File: src/rtl/bcd_digit.sv
// Binary (0..255) to BCD digit selector for a multiplexed 7-segment display.
// Leading-zero positions and unused selects are driven with the BLANK code.
module bcd_digit #(
   parameter logic [7:0] BLANK      = 8'hFF,
   parameter int         NUM_DIGITS = 3
) (
   input  logic       clk,
   input  logic       reset,
   input  logic [7:0] ins,
   input  logic [2:0] counter,
   output logic [7:0] oneDigit
);

   localparam logic [2:0] NUM_SEL = 3'(NUM_DIGITS);

   logic [11:0] bcd_s;
   logic [7:0]  digit_s;
   logic [7:0]  one_digit_r;

   // Shift-add-3: any BCD nibble >= 5 is corrected before each left shift
   function automatic logic [11:0] bin_to_bcd(input logic [7:0] bin);
      logic [19:0] sh;
      sh = {12'd0, bin};
      for (int i = 0; i < 8; i++) begin
         if (sh[11:8] >= 4'd5) sh[11:8] = sh[11:8] + 4'd3;
         if (sh[15:12] >= 4'd5) sh[15:12] = sh[15:12] + 4'd3;
         if (sh[19:16] >= 4'd5) sh[19:16] = sh[19:16] + 4'd3;
         sh = sh << 1;
      end
      return sh[19:8];
   endfunction

   // Combinational conversion of the current input value
   always_comb begin
      bcd_s = bin_to_bcd(ins);
   end

   // Digit selection with leading-zero blanking
   always_comb begin
      digit_s = BLANK;
      if (counter < NUM_SEL) begin
         case (counter)
            3'd0: digit_s = {4'd0, bcd_s[3:0]};
            3'd1: begin
               if (ins > 8'd9) digit_s = {4'd0, bcd_s[7:4]};
               else            digit_s = BLANK;
            end
            3'd2: begin
               if (ins > 8'd99) digit_s = {4'd0, bcd_s[11:8]};
               else             digit_s = BLANK;
            end
            default: digit_s = BLANK;
         endcase
      end else begin
         digit_s = BLANK;
      end
   end

   // Output register, one cycle behind the sampled inputs
   always_ff @(posedge clk) begin
      if (reset) one_digit_r <= BLANK;
      else       one_digit_r <= digit_s;
   end

   assign oneDigit = one_digit_r;

endmodule

File: config.mk
export PLATFORM = sky130hd
export DESIGN_NAME = bcd_digit
export DESIGN_NICKNAME = d
export VERILOG_FILES = /design/src/rtl/bcd_digit.sv
export SDC_FILE = /design/constraint.sdc
export NUM_CORES = 1
export LEC_CHECK = 0
export CAP_MARGIN = 20
export CORE_ASPECT_RATIO = 1.2
export CORE_MARGIN = 10
export CORE_UTILIZATION = 25
export CTS_CLUSTER_SIZE = 30
export DETAILED_ROUTE_END_ITERATION = 12
export DONT_BUFFER_PORTS = 1
export GPL_ROUTABILITY_DRIVEN = 0
export GPL_TIMING_DRIVEN = 1
export MAX_ROUTING_LAYER = met4
export SLEW_MARGIN = 0
export SYNTH_ARGS = -nofsm -noshare
export SYNTH_HDL_FRONTEND = slang
export SYNTH_SLANG_ARGS = --single-unit
export TNS_END_PERCENT = 1
File: constraint.sdc
create_clock -name clk -period 11.2 [get_ports clk]
set_input_delay 1.12 -clock clk [delete_from_list [all_inputs] [get_ports clk]]
set_output_delay 1.12 -clock clk [all_outputs]
set_load 0.02 [all_outputs]
* Word-level counts from Yosys, hierarchy flattened
Cells that the tools add are included.
Widths: inputs -> output; s select.
** Storage, ports and cells
- Word-level logic and storage cells :: 66
- RAM bits :: 0
- ROM bits :: 0
- Register bits :: 8
- Latch bits :: 0
- Output and inout port bits :: 8
- Memories :: 0
** Cells by class
- Divide/modulo/power cells :: 0
- Shifts and indexed selects :: 0
- Multiplexer cells :: 21
- Multiply operators :: 0
- $add $sub $neg :: 18
- Equality and inequality tests :: 2
- Bitwise gates (word level) :: 1
- Reduce and logical (&&, ||, !) cells :: 2
- Magnitude comparators :: 21
** Operator list (count)
- $ge 4x3->1 const B :: 15
- $mux 4 :: 12
- $add 4x2->4 const B :: 11
- $pmux 8 s3 :: 1
- $mux 3 :: 6
- $mux 8 :: 2
- $add 3x2->3 const B :: 4
- $gt 8x4->1 const B :: 1
- $gt 8x7->1 const B :: 1
- $add 1x2->3 const B :: 2
- $ge 1x3->1 const B :: 2
- $add 1x2->3 const AB :: 1
- $eq 3x1->1 const B :: 1
- $eq 3x2->1 const B :: 1
- $ge 1x3->1 const AB :: 1
- $logic_not 3->1 :: 1
- $lt 3x2->1 const B :: 1
- $reduce_or 2->1 :: 1
- $not 1->1 :: 1

* Depth between registers and ports, before layout
- Depth in word-level cells :: 16
- Depth in mapped cells :: 23

* Worst setup path after synthesis
No wires, ideal clock.
- Path type :: input to register
- From :: in ins[6]
- To :: reg one_digit_r[3], in the netlist oneDigit[3]
- Stages on the path :: 22
- Arrival time :: 5.552 ns
- Slack :: 5.526 ns
- Buffers on the path :: 1
- Library setup time :: 0.122 ns
- Cell sequence :: buf_6 > inv_1 > ha_1 > o21ai_2 > xnor2_2 > ha_1 > nand2b_1 > a32oi_2 > xnor2_1 > ha_1 > nor2b_1 > nor3_1 > o31ai_1 > ha_1 > inv_1 > ha_1 > a21oi_1 > or4_4 > nand4_4 > nor2_2 > mux2_4 > a221o_1
** On the way
- Longest elaborated chain between the ends :: 14
** RTL lines
- start, declared :: line 9 : input logic [7:0] ins,
- $add 4x2->4 or $ge 4x3->1 (tied branches) :: line 25 : if (sh[11:8] >= 4'd5) sh[11:8] = sh[11:8] + 4'd3;
- $mux 4 :: line 25
- $add 4x2->4, or another cell as far along :: line 25
- $mux 4 (on tied branches) :: line 25, 26
- $add 4x2->4, or another cell as far along :: line 25
- $mux 4, or another cell as far along :: line 25
- $add 4x2->4, or another cell as far along :: line 25
- $mux 4, or another cell as far along :: line 25
- $add 4x2->4, or another cell as far along :: line 26 : if (sh[15:12] >= 4'd5) sh[15:12] = sh[15:12] + 4'd3;
- $mux 4, or another cell as far along :: line 26
- $add 4x2->4, or another cell as far along :: line 26
- $mux 4 or $mux 3 (tied branches) :: line 26, 27
- $mux 8 (on tied branches) :: line 45, 49
- $pmux 8 s3 (*) :: line 42 : case (counter)
- end signal, assigned :: line 62 : else one_digit_r <= digit_s;
- end, declared :: line 18 : logic [7:0] one_digit_r;
Mark *: on every way between the ends. The rest lies on a longest branch, timed or not.
A chain may end at the register's enable or synchronous reset.

* Final worst setup path
Same ends and word-level chain as after synthesis.

==> metrics <==
Crit path largest cell delay between 0.4 and 0.5 ns; switching part of the total between 40 and 50%; post-synthesis average cell area between 7 and 8 um^2; relative slew slack roughly 50%; setup TNS 0 ns; Critical Path End Type flip-flop; highest clock rate around 170 MHz; Top Usage Layer GRT met2; hold slack final around 1.0 ns; IO Count 21; Synth Instances roughly 160; critical path required time roughly 11 ns; core footprint around 4600 um^2; total of max-cap violations 0; Ys Warns 0; Synth Register Bits 5; initial antenna violation count 0; Residual DRC 0; DP Wirelength ~2.3 mm; # clock sinks 5; Die W about 83 um; Port Buf Inserts 0; GRT met3 Usage between 1.5 and 2%; Least-Margin Pin Slew around 0.75 ns; Non-Filler Instances about 210; Layout area overhead 4.86%; final WL 2.84 mm; Synth async-reset ratio 0%; max reg flops 5; cell family with most CP delay compound AO/OA/AOI/OAI gates; Crit path top cell by count ha_1; Bufs and invs on worst path 2; first-pass GRT wire length 4.92 mm; maximum VDD drop 0.0231 mV; top_reg_cell synth dfxtp_1; # rows 27; grt met2 use 11.1%; number of global-route vias before repair roughly 1100; placed cell count 209; worst slack, placed about 5 ns; unrepaired setup endpoints after global routing false; Yosys cell types 55; period utilization 53.5%; P_int 86.2 uW; gr usage total under 10%; CP Cell Sequence inv_1 > ha_1 > o21ai_2 > xnor2_2 > ha_1 > nand2b_1 > a32oi_2 > xnor2_1 > ha_1 > nor2b_1 > nor3_1 > o31ai_1 > ha_1 > inv_1 > ha_1 > a21oi_1 > or4_4 > nand4_4 > nor2_2 > mux2_4 > a221o_1; setup violators final 0; CTS Buffer Depth 2; syn nets between 150 and 200; sequential power share between 10% and 20%; CTS buffer count 3; CTS Hold Bufs 0; Yosys top cell area share under 10%; Post-synth EDFFs 0; P_sw approximately 66 uW; crit path kind in -> reg; Final Hold Vio Count 0; leading cell type by number of instances after synthesis nor2_1; H-tree depth 1; slowest stage cell, crit path nor2b_1; share of cells above drive strength 1 roughly 9.7%; Via-to-Cell Ratio roughly 5.4; fin crit period 6.00 ns; cts repair resizes 0; First-pass DRT Iterations 4; initial DRC count 86; Avg WL per Cell ~13 um; height of the chip between 90 and 100 um; Leak approximately 0.00049 uW; final instance area 1240 um^2; post-synthesis sequential area ratio roughly 8.4%; root buffer cell clkbuf_8; power share of the clock group a little over a fifth; total grt overflow 0; status completed; fillers 520; CTS tree yes; min-delay worst type in -> reg; largest net degree at the start of global routing 14; post-route ant nets 0; Clock transition at path regs 0.03 ns; critical path arrival approximately 6.1 ns; Netlist Area Pre-Place 1180 um^2; Synth area leader ha_1; # diodes 0; P per Cell Area 123 nW/um^2; crit path max fanout 10; Commonest cells post-synth 16 x nor2_1, 10 x a21oi_1, 9 x ha_1, 9 x nand2_1; nets@finish roughly 180; Comb pwr share a little under two thirds; global-route met1 utilization under 10%; startpoint types primary input; Pins Over Slew Limit 0; via count about 1200; top post-synthesis cells by area ha_1 9.5%, dfxtp_1 8.4%, nor2_1 5.1%; final setup slack of the worst path approximately 5.2 ns; die area 7900 um^2; setup bufs post-CTS 0; initial core utilization between 20% and 30%; placed instance area roughly 1200 um^2
-- power by group through the flow --
| stage | sequential (uW) | clock, uW | combinational, uW |
|---|---|---|---|
| after floorplan | 21.4 | 0 | 86.8 |
| after global placement | 22.4 | 0 | 95.7 |
| after detailed placement | 22.4 | 0 | 96.4 |
| after CTS | 22.2 | 34.1 | 96.9 |
| after global routing | 22.3 | 35.2 | 109 |
| final | 22.1 | 33.2 | 96.9 |
-- cells by family (layout without fill, tap and decap cells) --
group / Yosys count / in the layout / synth area share, %
compound gates: 55 / 55 / 32.7
xor+xnor: 5 / 5 / 4.96
fa+ha+maj: 9 / 9 / 9.50
buf+inv: 16 / 12 / 7.60
flops: 5 / 5 / 8.45
mux: 8 / 8 / 7.81
simple gates: 61 / 61 / 28.9
-- cell type report --
| type | count | area (um^2) | share of cell area [%] |
|---|---|---|---|
| multi-input combinational | 138 | 995 | 80.1 |
| inverter | 8 | 30.0 | 2.42 |
| tap | 58 | 72.6 | 5.84 |
| clock buffer | 4 | 45.0 | 3.63 |
| sequential | 5 | 100 | 8.06 |
-- cell usage in the layout, fill, tap and decap left out, types with 4 or more instances in the layout --
| master | instances |
|---|---|
| nor2_1 | 16 |
| o21ai_0 | 8 |
| a31oi_1 | 4 |
| nor2b_1 | 4 |
| nand2_1 | 9 |
| ha_1 | 9 |
| dfxtp_1 | 5 |
| a21oi_1 | 10 |
| a21o_1 | 4 |
| nor3_1 | 7 |
| mux2i_1 | 4 |
| inv_1 | 8 |
-- per-stage QoR --
step,util [%],total power [uW]
3_3_place_gp,26.1,118
3_5_place_dp,26.1,119
6_report,27.0,152
5_1_grt,27.0,167
4_1_cts,27.0,153
2_1_floorplan,-,108
-- path summary, 6_finish.rpt --
kind | startpoint | to | slack, ns | cells past startpoint
setup / recovery | ins[6] | oneDigit[3]$_SDFF_PP1_ | 5.20 | 21
hold / removal | ins[1] | oneDigit[1]$_SDFF_PP1_ | 1.03 | 1
-- layer usage --
| metal | routed length, um | up-vias |
|---|---|---|
| met5 | 0 | - |
| met2 | 1180 | 31 |
| met4 | 12 | 0 |
| li1 | - | 598 |
| met3 | 203 | 4 |
| met1 | 1450 | 524 |
(Power assumes the default switching activity.)
